File: config.mk
export PLATFORM = sky130hd
export DESIGN_NAME = spkr_smpl_sched_flat
export DESIGN_NICKNAME = d
export VERILOG_FILES = /design/src/rtl/spkr_smpl_sched_if.sv /design/src/rtl/spkr_smpl_sched.sv /design/src/flat_wrapper.sv
export SDC_FILE = /design/constraint.sdc
export NUM_CORES = 1
export LEC_CHECK = 0
export ABC_AREA = 1
export BUFFER_PORTS_ARGS = -buffer_cell sky130_fd_sc_hd__buf_2
export CELL_PAD_IN_SITES_DETAIL_PLACEMENT = 0
export CELL_PAD_IN_SITES_GLOBAL_PLACEMENT = 1
export CORE_MARGIN = 4
export CORE_UTILIZATION = 49
export CTS_BUF_LIST = sky130_fd_sc_hd__clkbuf_4
export CTS_CLUSTER_SIZE = 40
export DETAILED_ROUTE_END_ITERATION = 8
export PLACE_DENSITY = 0.82
export SYNTH_ARGS = -nofsm -noshare
export SYNTH_HDL_FRONTEND = slang
export SYNTH_SLANG_ARGS = --single-unit
export TNS_END_PERCENT = 100
File: constraint.sdc
create_clock -name clk -period 3.75 [get_ports clk]
set_clock_uncertainty 0.1 [all_clocks]
set_input_delay 0.75 -clock clk [delete_from_list [all_inputs] [get_ports clk]]
set_output_delay 0.75 -clock clk [all_outputs]
set_load 0.05 [all_outputs]
File: src/rtl/spkr_smpl_sched_if.sv
// Bus bundle for spkr_smpl_sched.
// Carries the EQ-side input stream, the mute level, the speaker-driver output
// stream and the status outputs.
// master: EQ engine / speaker driver side.  slave: the scheduler.
interface spkr_smpl_sched_if #(
    parameter int DEPTH = 8
);
    logic                     in_vld;
    logic                     in_rdy;
    logic [15:0]              in_lft;
    logic [15:0]              in_rght;
    logic                     mute;
    logic                     vld;
    logic [15:0]              lft_chnnl;
    logic [15:0]              rght_chnnl;
    logic                     underflow;
    logic [$clog2(DEPTH):0]   fifo_cnt;

    modport master (
        output in_vld, in_lft, in_rght, mute,
        input  in_rdy, vld, lft_chnnl, rght_chnnl, underflow, fifo_cnt
    );

    modport slave (
        input  in_vld, in_lft, in_rght, mute,
        output in_rdy, vld, lft_chnnl, rght_chnnl, underflow, fifo_cnt
    );
endinterface

File: src/rtl/spkr_smpl_sched.sv
// spkr_smpl_sched: sample-rate scheduler between the EQ engine and spkr_drv.
// Buffers bursty stereo pairs in a small FIFO and releases one pair per
// SMPL_PERIOD clocks as a single-cycle vld pulse. It handles prefill (IDLE),
// starvation recovery (STARVE) and mute.
// Optional feature macro MUTE_RAMP_EN: when defined, mute ramps a gain
// register by one step per tick instead of hard-zeroing the output. It also
// adds the RAMP_SHIFT parameter.
module spkr_smpl_sched #(
    parameter int SMPL_PERIOD = 1024,
`ifdef MUTE_RAMP_EN
    parameter int RAMP_SHIFT  = 8,
`endif
    parameter int DEPTH       = 8
) (
    input  logic               clk,
    input  logic               rst_n,
    spkr_smpl_sched_if.slave   bus
);
    localparam int AW = $clog2(DEPTH);
    localparam int CW = AW + 1;
    localparam int PW = $clog2(SMPL_PERIOD);

    localparam logic [CW-1:0] CNT_FULL  = CW'(DEPTH);
    localparam logic [CW-1:0] CNT_HALF  = CW'(DEPTH / 2);
    localparam logic [PW-1:0] PER_LAST  = PW'(SMPL_PERIOD - 1);

    localparam logic [1:0] ST_IDLE   = 2'd0;
    localparam logic [1:0] ST_RUN    = 2'd1;
    localparam logic [1:0] ST_STARVE = 2'd2;

    logic [1:0]        state_reg, state_next;
    logic [PW-1:0]     per_cnt_reg;
    logic [AW-1:0]     wr_ptr_reg, rd_ptr_reg;
    logic [CW-1:0]     fifo_cnt_reg;
    logic              vld_reg;
    logic              underflow_reg;
    logic [1:0][15:0]  mem_reg [DEPTH];
    logic [1:0][15:0]  head;

    logic in_rdy;
    logic push;
    logic tick;
    logic pop;

    assign in_rdy = (fifo_cnt_reg != CNT_FULL);
    assign push   = bus.in_vld && in_rdy;
    assign tick   = (state_reg != ST_IDLE) && (per_cnt_reg == PER_LAST);
    // Only RUN pops; an empty RUN tick or any STARVE tick emits silence.
    assign pop    = tick && (state_reg == ST_RUN) && (fifo_cnt_reg != '0);
    assign head   = mem_reg[rd_ptr_reg];

    // Sample storage; index [0] holds left, [1] holds right. No reset so it maps to RAM.
    always_ff @(posedge clk) begin
        if (push) begin
            mem_reg[wr_ptr_reg] <= {bus.in_rght, bus.in_lft};
        end
    end

    // FIFO pointers and occupancy; simultaneous push and pop leave the count unchanged.
    always_ff @(posedge clk) begin
        if (!rst_n) begin
            wr_ptr_reg   <= '0;
            rd_ptr_reg   <= '0;
            fifo_cnt_reg <= '0;
        end else begin
            if (push) begin
                wr_ptr_reg <= wr_ptr_reg + 1'b1;
            end
            if (pop) begin
                rd_ptr_reg <= rd_ptr_reg + 1'b1;
            end
            case ({push, pop})
                2'b10:   fifo_cnt_reg <= fifo_cnt_reg + 1'b1;
                2'b01:   fifo_cnt_reg <= fifo_cnt_reg - 1'b1;
                default: fifo_cnt_reg <= fifo_cnt_reg;
            endcase
        end
    end

    // Period counter: parked at 0 while prefilling, free-running otherwise.
    always_ff @(posedge clk) begin
        if (!rst_n) begin
            per_cnt_reg <= '0;
        end else if (state_reg == ST_IDLE || tick) begin
            per_cnt_reg <= '0;
        end else begin
            per_cnt_reg <= per_cnt_reg + 1'b1;
        end
    end

    // Next-state logic. A STARVE tick always emits silence, even when the
    // refill reaches half on that same cycle; RUN then starts one cycle later.
    always_comb begin
        state_next = state_reg;
        case (state_reg)
            ST_IDLE:   if (fifo_cnt_reg >= CNT_HALF) state_next = ST_RUN;
            ST_RUN:    if (tick && fifo_cnt_reg == '0) state_next = ST_STARVE;
            ST_STARVE: if (!tick && fifo_cnt_reg >= CNT_HALF) state_next = ST_RUN;
            default:   state_next = ST_IDLE;
        endcase
    end

    // State register, one-cycle vld strobe and sticky underflow flag.
    always_ff @(posedge clk) begin
        if (!rst_n) begin
            state_reg     <= ST_IDLE;
            vld_reg       <= 1'b0;
            underflow_reg <= 1'b0;
        end else begin
            state_reg <= state_next;
            vld_reg   <= tick;
            if (tick && state_reg == ST_RUN && fifo_cnt_reg == '0) begin
                underflow_reg <= 1'b1;
            end
        end
    end

`ifdef MUTE_RAMP_EN
    localparam logic [RAMP_SHIFT:0] GAIN_UNITY = {1'b1, {RAMP_SHIFT{1'b0}}};

    logic [RAMP_SHIFT:0] gain_reg, gain_next;

    // Gain steps once per tick toward 0 (muted) or unity (unmuted).
    always_comb begin
        gain_next = gain_reg;
        if (tick) begin
            if (bus.mute) begin
                if (gain_reg != '0) gain_next = gain_reg - 1'b1;
            end else if (gain_reg != GAIN_UNITY) begin
                gain_next = gain_reg + 1'b1;
            end
        end
    end

    // Gain register; the product on a pop already sees the stepped value.
    always_ff @(posedge clk) begin
        if (!rst_n) begin
            gain_reg <= GAIN_UNITY;
        end else begin
            gain_reg <= gain_next;
        end
    end
`endif

    genvar gi;
    generate
        for (gi = 0; gi < 2; gi++) begin : g_chnnl
            logic [15:0] smpl_out;
            logic [15:0] chnnl_reg;
`ifdef MUTE_RAMP_EN
            logic signed [16+RAMP_SHIFT:0] prod;
            logic                          unused_prod_bits;
            // Gain never exceeds unity, so the scaled value always fits 16 bits.
            assign prod             = $signed(head[gi]) * $signed({1'b0, gain_next});
            assign smpl_out         = prod[15+RAMP_SHIFT:RAMP_SHIFT];
            assign unused_prod_bits = ^{prod[16+RAMP_SHIFT], prod[RAMP_SHIFT-1:0]};
`else
            assign smpl_out = bus.mute ? 16'h0000 : head[gi];
`endif
            // Output sample register; it loads only on ticks and holds between vld pulses.
            always_ff @(posedge clk) begin
                if (!rst_n) begin
                    chnnl_reg <= '0;
                end else if (tick) begin
                    chnnl_reg <= pop ? smpl_out : 16'h0000;
                end
            end
        end
    endgenerate

    assign bus.in_rdy     = in_rdy;
    assign bus.vld        = vld_reg;
    assign bus.lft_chnnl  = g_chnnl[0].chnnl_reg;
    assign bus.rght_chnnl = g_chnnl[1].chnnl_reg;
    assign bus.underflow  = underflow_reg;
    assign bus.fifo_cnt   = fifo_cnt_reg;
endmodule
File: src/flat_wrapper.sv
// flat-port wrapper written by rule: the top's interface ports become plain ports
module spkr_smpl_sched_flat 
#(
    parameter int SMPL_PERIOD = 1024,

    parameter int DEPTH       = 8
)
  (clk, rst_n, bus_in_vld, bus_in_lft, bus_in_rght, bus_mute, bus_in_rdy, bus_vld, bus_lft_chnnl, bus_rght_chnnl, bus_underflow, bus_fifo_cnt);
  spkr_smpl_sched_if #(.DEPTH(DEPTH)) bus_i ();
  input  logic clk;
  input  logic rst_n;
  input wire logic [$bits(bus_i.in_vld)-1:0] bus_in_vld;
  input wire logic [$bits(bus_i.in_lft)-1:0] bus_in_lft;
  input wire logic [$bits(bus_i.in_rght)-1:0] bus_in_rght;
  input wire logic [$bits(bus_i.mute)-1:0] bus_mute;
  output wire logic [$bits(bus_i.in_rdy)-1:0] bus_in_rdy;
  output wire logic [$bits(bus_i.vld)-1:0] bus_vld;
  output wire logic [$bits(bus_i.lft_chnnl)-1:0] bus_lft_chnnl;
  output wire logic [$bits(bus_i.rght_chnnl)-1:0] bus_rght_chnnl;
  output wire logic [$bits(bus_i.underflow)-1:0] bus_underflow;
  output wire logic [$bits(bus_i.fifo_cnt)-1:0] bus_fifo_cnt;
  assign bus_i.in_vld = bus_in_vld;
  assign bus_i.in_lft = bus_in_lft;
  assign bus_i.in_rght = bus_in_rght;
  assign bus_i.mute = bus_mute;
  assign bus_in_rdy = bus_i.in_rdy;
  assign bus_vld = bus_i.vld;
  assign bus_lft_chnnl = bus_i.lft_chnnl;
  assign bus_rght_chnnl = bus_i.rght_chnnl;
  assign bus_underflow = bus_i.underflow;
  assign bus_fifo_cnt = bus_i.fifo_cnt;
  spkr_smpl_sched #(.SMPL_PERIOD(SMPL_PERIOD), .DEPTH(DEPTH)) u_core (.clk(clk), .rst_n(rst_n), .bus(bus_i));
endmodule
==> results.md, run 1 <==
* Detailed-route wire length per cell at 15.2 µm
* WP data arrival at 2.74 ns
* Status: finished, final reports clean
* Setup violators final at 0
* Worst Path Required at 4.01 ns
* Yosys cell types at 28
* Synthesized cell area at 13500 µm²
* Synth Area in Adders at 0.555%
* H-Tree Depth at 3
* Die area at 30300 µm²
* Commonest non-fill, non-tap cell in the layout: nand2_1
* Compound-cell area share of the yosys netlist at 2.00%
* Vias/cell at 4.83
* # Post-CTS Setup Buffers at 0
* Sequential share of power at 54.2%
* Cell Rows at 60
* Register area share after synthesis at 65.5%
* Mapped Cells at 1429
* Worst-path clk slew at 0.07 ns
* Worst Setup End Kind: flop
* Placer congestion estimate at 0.754
* CP startpoint kind: flop
* Layout cell share with drive strength beyond 1 at 15.3%
* TNS Setup at 0 ns
* Ys Warns at 0
* Tightest Hold Check Type: primary input to flop
* Dpl hpwl at 16800 µm
* Final slew viol count at 0
* Post-Place Cells at 1806
* Fmax at 403 MHz
* Area share of the largest cell type after synthesis at 56.8%
* Leak pwr at 7.05 nW
* Clock latency on the worst-skew pair at 0.68 ns
* Relative slew slack at 38.0%
* # resized after CTS at 0
* Clock power share at 41.6%
* Total global routing track utilization at 19.8%
* Main combinational cell family by area after synthesis: simple AND/OR/NAND/NOR gates
* Worst VDD drop at 0.255 mV
* Power per cell area at 466 nW/µm²
* Leading area contributor after synthesis: edfxtp_1
* Sw Ratio at 22.5%
* Internal cell power at 0.00556 W
* Commonest cells after routing, fill and taps aside: 485 x nand2_1, 280 x inv_1, 256 x edfxtp_1
* CTS Root Cell: clkbuf_4
* Synthesized flop and latch total at 315
* Gr ovfl total at 0
* First-pass GRT wire length at 48100 µm
* Vias in the first global route at 9402
* Unrepaired setup endpoints after global routing: no
* Period utilisation layout at 66.1%
* Initial antenna violation count at 1
* Min Tclk post-route at 2.48 ns
* Residual DRC count at 0
* Area Growth Syn to Fin at 13.7%
* Post-synthesis mux area share at 0%
* Core ar. at 27000 µm²
* CTS tree: yes
* Net Count, Synth at 1471
* Synthesized area per cell at 9.47 µm²
* Hold buffer count at CTS at 0
* CTS Buf Count at 82
* Number of I/O pins at 75
* Die width at 174 µm
* Non-filler instance count after layout at 1957
* Via Count at 9449
* Wirelength, routed at 29700 µm
* Initial Util at 50.1%
* Sw Pwr at 0.00161 W
* Area contributors post-synth: edfxtp_1 57%, nand2_1 13%, dfxtp_1 8.7%, inv_1 7.8%, nand3_1 6.2%
* Largest net degree at the start of global routing at 69
* IO Port Bufs at 74
* Comb pwr share at 4.2%
* Fraction of the mapped netlist area in simple logic gates at 21.8%
* First-pass DRT Iterations at 5
* Max Root-Sink Buffers at 3
* Fillcell total at 2440
* Max reg flops at 256
* Reg2Reg Setup Slack at 1.27 ns
* Worst-path fanout max at 17
* Worst Max-Slew Pin Slew at 0.929 ns
* First-iteration detailed-routing DRC count at 618
* Max-cap violations at 0
* Clock sinks at 315
* Count of final hold-check violations at 0
* XOR/XNOR Fraction of Synth Area at 0.129%
* Chip height at 174 µm
* Critical path class: flop to flop
* Final nets at 1591
* DRT antenna net count at 0
logic make-up after synthesis:
| kind of cell | Yosys count |
|---|---|
| simple gates | 708 |
| buf+inv | 345 |
| flops | 315 |
| compound gates | 53 |
| fa+ha+maj | 6 |
| xor+xnor | 2 |
layer usage:
layer	wire [µm]	share of wire, %	global-route usage, %	up-vias
met3	1390	4.7	3.61	47
li1	-	-	-	4783
met5	0	0	0	-
met1	13300	45	25.7	4392
met2	14500	49	33.6	227
met4	511	1.7	6.73	0
final cells by class:
cell class / instances / area, µm² / share of cell area, %
clock buffer: 121 / 908 / 5.90
timing repair buffer: 97 / 568 / 3.69
antenna: 1 / 2.50 / 0.0163
clock inverter: 29 / 166 / 1.08
tap: 341 / 427 / 2.77
multi-input combinational: 769 / 3370 / 21.9
sequential: 315 / 8870 / 57.7
inverter: 284 / 1070 / 6.94
final timing paths:
check,startpoint,to,cells past startpoint
setup / recovery,u_core.bus.fifo_cnt[0],u_core.mem_reg[6][22],7
hold / removal,bus_in_lft[11],u_core.mem_reg[5][11],1
setup reg to reg,u_core.bus.fifo_cnt[0],u_core.mem_reg[6][22],7
hold reg to reg,u_core.per_cnt_reg[0],u_core.per_cnt_reg[0],1
critical path: stages, from the launching register on:
cell and delay, ns:
dfxtp_1 0.43, nor2_1 0.09, nand3_1 0.09, nand2_1 0.19, inv_1 0.15, nand2_1 0.26, nor2_4 0.62, buf_12 0.25
cell usage after synthesis:
library cell and count:
nor2_1 36, a21oi_1 43, inv_2 2, o21ai_1 1, nand3_1 169, nor2_8 1, ha_1 6, a31oi_1 2
buf_1 8, buf_6 3, dfxtp_1 59, inv_1 281, nor3b_1 2, nand4_4 1, xnor2_1 1, xor2_1 1
or2_2 2, nor2_4 2, o21a_1 1, nor3_1 4, nand4_1 3, clkbuf_1 22, edfxtp_1 256, nand2_1 485
buf_2 28, clkinv_1 1, nand2_2 3, o21ai_0 6
power by group through the flow:
stage	logic, W	registers (W)	clock network [W]
floorplan	0.000166	0.00397	0
CTS	0.000306	0.00388	0.00307
finish	0.000303	0.00388	0.00298
global route	0.000346	0.00389	0.00327
global placement	0.000299	0.00396	0
detailed placement	0.000304	0.00396	0
metrics by stage:
step	hold WS [ns]	util (%)	total power, W	area [µm²]	setup slack [ns]
floorplan	0.318	-	0.00413	13500	0.125
global placement	0.330	52.9	0.00425	14300	1.09
detailed placement	0.343	52.9	0.00426	14300	1.03
CTS	0.182	56.9	0.00726	15400	1.23
global route	0.196	56.9	0.00750	15400	1.01
finish	0.255	56.9	0.00717	15400	1.27
Power figures use the tool's default switching activity.
==> run 2: changes to the inputs <==
--- a/config.mk
+++ b/config.mk
@@ -10,11 +10,11 @@
 export CELL_PAD_IN_SITES_DETAIL_PLACEMENT = 0
 export CELL_PAD_IN_SITES_GLOBAL_PLACEMENT = 1
 export CORE_MARGIN = 4
-export CORE_UTILIZATION = 49
+export CORE_UTILIZATION = 45
 export CTS_BUF_LIST = sky130_fd_sc_hd__clkbuf_4
 export CTS_CLUSTER_SIZE = 40
 export DETAILED_ROUTE_END_ITERATION = 8
-export PLACE_DENSITY = 0.82
+export PLACE_DENSITY = 0.8
 export SYNTH_ARGS = -nofsm -noshare
 export SYNTH_HDL_FRONTEND = slang
 export SYNTH_SLANG_ARGS = --single-unit
==> constraint.sdc (replaced) <==
create_clock -name clk -period 2.2 [get_ports clk]
set_clock_uncertainty 0.1 [all_clocks]
set_input_delay 0.44 -clock clk [delete_from_list [all_inputs] [get_ports clk]]
set_output_delay 0.44 -clock clk [all_outputs]
set_load 0.05 [all_outputs]
==> run 2 against run 1 <==
Against the previous run:
- count of clock-buffer cells in the layout shrank 10
- non-clock buffer count grew 44
- core utilization shrank 2.7 points
- cell area grew 4.5%
- setup slack lost 1.2 ns
- sequential power grew 71%
- clock power grew 68%
- wire length grew 0.85%
- combinational power grew 92%
- critical path depth shrank 4
- critical path type is now flop to output port
==> results.md, run 2 (synthesized netlist as in run 1, its figures left out) <==
* Status: finished, final reports clean
* Largest net degree at the start of global routing at 87
* Area Growth Syn to Fin at 18.8%
* Max reg flops at 256
* Reg2Reg Depth at 14
* CTS Buf Count at 82
* Fillcell total at 2748
* Cell Rows at 63
* Worst Max-Slew Pin Slew at 0.574 ns
* Leak pwr at 7.28 nW
* Core ar. at 29600 µm²
* First-pass GRT wire length at 47700 µm
* Final slew viol count at 0
* Critical path class: flop to output port
* Die area at 32900 µm²
* H-Tree Depth at 3
* Max Root-Sink Buffers at 3
* Max-cap violations at 0
* Clock sinks at 315
* Commonest non-fill, non-tap cell in the layout: nand2_1
* Wirelength, routed at 30000 µm
* Worst-path fanout max at 6
* Count of final hold-check violations at 0
* Setup WS post-layout at 0.0978 ns
* Worst Path Required at 1.66 ns
* First-iteration detailed-routing DRC count at 491
* Layout cell share with drive strength beyond 1 at 16.3%
* Clock latency on the worst-skew pair at 0.70 ns
* Final nets at 1635
* Worst-path clk slew at 0.06 ns
* Detailed-route wire length per cell at 14.6 µm
* CTS Root Cell: clkbuf_4
* CP startpoint kind: flop
* Setup violators final at 0
* WP data arrival at 1.56 ns
* Period utilisation layout at 95.6%
* DRT antenna net count at 0
* Vias/cell at 4.67
* Critical Path End: bus_in_rdy
* Min Tclk post-route at 2.10 ns
* Placer congestion estimate at 0.746
* Max incr delay on CP at 0.37 ns
* TNS Setup at 0 ns
* Dpl hpwl at 16400 µm
* Capture point of the worst reg-to-reg path: u_core.bus.fifo_cnt[2]
* Die width at 181 µm
* Chip height at 181 µm
* Worst VDD drop at 0.518 mV
* Number of I/O pins at 75
* Pre-CTS WS at 0.0484 ns
* CTS tree: yes
* Initial antenna violation count at 1
* IO Port Bufs at 74
* Min-delay src: bus_mute
* CP startpoint: u_core.bus.fifo_cnt[0]
* Reg2Reg Setup Slack at 0.13 ns
* Fmax at 476 MHz
* Tightest Hold Check Type: primary input to flop
* RR Startpoint: u_core.per_cnt_reg[0]
* Via Count at 9573
* Worst Setup End Kind: output port
* Crit path cell chain: nor2_2 > nand3_4 > buf_2
* Total global routing track utilization at 18.2%
* Relative slew slack at 61.7%
* Commonest cells after routing, fill and taps aside: 482 x nand2_1, 280 x inv_1, 256 x edfxtp_1
* Finished Core Util at 54.2%
* Initial Util at 45.7%
* First-pass DRT Iterations at 5
* Residual DRC count at 0
* Gr ovfl total at 0
* Power per cell area at 761 nW/µm²
* Slowest CP cell: dfxtp_4
* Vias in the first global route at 9419
## run 2: changes by cell type in the layout (fill, tap and decap cells not counted), sizes merged
cell | before | now
dlygate4sd3 | 0 | 34
clkinv | 25 | 37
clkinvlp | 1 | 2
buf | 97 | 107
inv | 285 | 284
clkbuf | 121 | 111
## run 2: routing by layer
layer | track usage [%] | share of wire (%) | up-vias
met4 | 6.69 | 2.5 | 0
met1 | 23.2 | 44 | 4407
met5 | 0 | 0 | -
met3 | 3.43 | 4.9 | 66
met2 | 31.0 | 49 | 213
li1 | - | - | 4887
## run 2: repair_timing
action                                 4_1_cts  5_1_grt
gates resized for setup                      0        2
endpoints found under the hold margin      263        0
setup buffers                                0        2
setup endpoints to repair                    0        2
hold buffers                                34        0
## run 2: power breakdown
part	internal, W	switching [W]
Clock	0.00262	0.00240
Combinational	0.000197	0.000385
Sequential	0.00658	0.0000471
Total	0.00940	0.00283
## run 2: area by class of cell
type	instances	area (µm²)	area share (%)
flip-flops and latches	315	8890	55.3
clock buffers	111	833	5.18
diodes	1	2.50	0.0156
repair buffers	141	1120	6.97
well taps	390	488	3.04
multi-input cells	769	3430	21.4
clock inverters	41	238	1.48
inverters	284	1070	6.64
## run 2: how the worst min path moves through the flow
stage	slack [ns]	cells after the start	endpoint
final	0.23	5	u_core.bus.lft_chnnl[14]
after global routing	0.22	5	u_core.bus.lft_chnnl[14]
after CTS	0.17	5	u_core.bus.rght_chnnl[5]
after detailed placement	0.34	2	u_core.bus.underflow
after global placement	0.33	1	u_core.per_cnt_reg[0]
after floorplan	0.32	1	u_core.per_cnt_reg[0]
## run 2: per-stage QoR
step | area (µm²) | hold WS (ns) | cells | total power, W
2_1_floorplan | 13700 | 0.320 | 1429 | 0.00707
3_3_place_gp | 14600 | 0.326 | 1863 | 0.00727
3_5_place_dp | 14600 | 0.337 | 1863 | 0.00729
4_1_cts | 16100 | 0.169 | 2049 | 0.0124
5_1_grt | 16100 | 0.223 | 2052 | 0.0128
6_report | 16100 | 0.233 | 2052 | 0.0122
## run 2: worst max-delay path, delay by kind of cell, from the launching register on
family,cells,cell delay [ns]
buf+inv,1,0.22
flops,1,0.37
simple gates,2,0.27
==> run 3: changes to the inputs <==
--- a/config.mk
+++ b/config.mk
@@ -10,11 +10,10 @@
 export CELL_PAD_IN_SITES_DETAIL_PLACEMENT = 0
 export CELL_PAD_IN_SITES_GLOBAL_PLACEMENT = 1
 export CORE_MARGIN = 4
-export CORE_UTILIZATION = 45
-export CTS_BUF_LIST = sky130_fd_sc_hd__clkbuf_4
+export CORE_UTILIZATION = 43
 export CTS_CLUSTER_SIZE = 40
 export DETAILED_ROUTE_END_ITERATION = 8
-export PLACE_DENSITY = 0.8
+export PLACE_DENSITY = 0.77
 export SYNTH_ARGS = -nofsm -noshare
 export SYNTH_HDL_FRONTEND = slang
 export SYNTH_SLANG_ARGS = --single-unit
==> run 3 against run 2 <==
Against the previous run:
- flip-flop and latch count unchanged
- first-iteration DRC count increased by 7.5%
- non-clock buffer count decreased by 33
- cell count decreased by 5.7%
- critical path type is now flop to flop
==> results.md, run 3 (synthesized netlist as in run 1, its figures left out) <==
* Critical path class: flop to flop
* Detailed-route wire length per cell at 15.3 µm
* Critical path depth in cells at 14
* Initial antenna violation count at 1
* Number of I/O pins at 75
* WP data arrival at 2.35 ns
* Vias in the first global route at 8772
* DRT antenna net count at 0
* Crit path cell chain: ha_4 > nand2_4 > nor2_4 > nand4_4 > nor2_8 > ha_4 > nand2_1 > inv_1 > nor2_2 > ha_2 > a21oi_2 > xnor2_1 > o21ai_1 > inv_1
* Worst Max-Slew Pin Slew at 0.560 ns
* Total global routing track utilization at 17.5%
* Min Tclk post-route at 2.04 ns
* Reg2Reg Depth at 14
* Final slew viol count at 0
* Setup WS post-layout at 0.157 ns
* Max incr delay on CP at 0.35 ns
* Worst Setup End Kind: flop
* CP startpoint kind: flop
* First-iteration detailed-routing DRC count at 528
* Worst path bufs/invs at 2
* Hold buffer count at CTS at 0
* Leak pwr at 7.09 nW
* Max-cap violations at 0
* Placed cell area at 14700 µm²
* Critical Path End: u_core.bus.fifo_cnt[2]
* RR Startpoint: u_core.per_cnt_reg[0]
* Finished Cell Area at 15800 µm²
* Fmax at 489 MHz
* Commonest cells after routing, fill and taps aside: 482 x nand2_1, 280 x inv_1, 256 x edfxtp_1
* Cell Rows at 64
* Worst Path Required at 2.50 ns
* Fillcell total at 2787
* Via Count at 9117
* Period utilisation layout at 92.9%
* Gr ovfl total at 0
* Pre-CTS WS at 0.0599 ns
* Core ar. at 30800 µm²
* First-pass DRT Iterations at 5
* Clock sinks at 315
* Count of final hold-check violations at 0
* Residual DRC count at 0
* Capture point of the worst reg-to-reg path: u_core.bus.fifo_cnt[2]
* CP startpoint: u_core.per_cnt_reg[0]
* Largest net degree at the start of global routing at 113
* Area Growth Syn to Fin at 17.0%
* Finished Core Util at 51.4%
* Slowest CP cell: dfxtp_2
* CTS Buf Count at 35
* CTS tree: yes
* Commonest non-fill, non-tap cell in the layout: nand2_1
* Area of the multi-input gates at 3430 µm²
* Relative slew slack at 62.7%
* Setup violators final at 0
* Worst-path fanout max at 5
* Reg2Reg Setup Slack at 0.16 ns
* H-Tree Depth at 2
* Die width at 185 µm
* Tightest Hold Check Type: primary input to flop
* Placer congestion estimate at 0.740
* Vias/cell at 4.71
* Max reg flops at 256
* Initial Util at 43.9%
* Dpl hpwl at 16400 µm
* Reg area at 8890 µm²
* Final nets at 1555
* First-pass GRT wire length at 47200 µm
* Clock latency on the worst-skew pair at 0.51 ns
* Chip height at 185 µm
* Status: finished, final reports clean
* Total power at 0.0128 W
* Wirelength, routed at 29600 µm
* Die area at 34400 µm²
* Worst VDD drop at 0.612 mV
* Layout cell share with drive strength beyond 1 at 12.9%
* CTS Root Cell: clkbuf_16
* IO Port Bufs at 74
* Crit-path leading delay family: simple AND/OR/NAND/NOR gates
* Max Root-Sink Buffers at 3
* Worst-path clk slew at 0.06 ns
* Power per cell area at 809 nW/µm²
==> run 3: changes by cell type in the layout (fill, tap and decap cells not counted), sizes merged <==
cell and delta:
buf +1, clkbuf -66, clkinv -20, inv -1, clkinvlp -2, dlygate4sd3 -34
==> run 3: per-layer routing <==
layer  vias to the layer above  wire [µm]  track usage, %
met5                         -         13               0
met4                         2        583            4.70
met3                        47       1350            3.28
met2                       158      14300            30.0
met1                      4251      13400            23.1
li1                       4659          -               -
==> run 3: what timing repair did <==
action	4_1_cts	5_1_grt
endpoints found under the setup margin	0	4
setup buffers	0	4
gates resized for setup	0	6
==> run 3: worst min path at each step <==
stage | start | end | slack [ns] | depth (start not counted)
finish | bus_in_rght[7] | u_core.mem_reg[3][23] | 0.08 | 1
global route | bus_in_rght[10] | u_core.mem_reg[0][26] | 0.06 | 1
CTS | bus_in_rght[10] | u_core.mem_reg[4][26] | 0.07 | 1
detailed placement | u_core.per_cnt_reg[0] | u_core.per_cnt_reg[0] | 0.34 | 1
global placement | u_core.per_cnt_reg[0] | u_core.per_cnt_reg[0] | 0.33 | 1
floorplan | u_core.per_cnt_reg[0] | u_core.per_cnt_reg[0] | 0.32 | 1
==> run 3: stage by stage <==
stage	hold slack, ns	instances	TNS (ns)
finish	0.0838	1936	0
floorplan	0.320	1429	-0.0257
CTS	0.0697	1931	0
global placement	0.326	1868	0
detailed placement	0.335	1868	0
global route	0.0643	1935	-0.0106
==> run 3: layout make-up <==
type,count,area share [%]
tap,396,3.13
antenna,1,0.0158
clock inverter,18,0.964
timing repair buffer,108,5.14
inverter,284,6.74
multi-input combinational,769,21.7
sequential,315,56.2
clock buffer,45,6.16
==> run 3: report_power, final <==
part / total [W] / leakage, nW / switching [W] / internal, W
logic: 0.000536 / 3.72 / 0.000378 / 0.000157
clock network: 0.00565 / 0.560 / 0.00227 / 0.00338
registers: 0.00662 / 2.81 / 0.0000450 / 0.00658
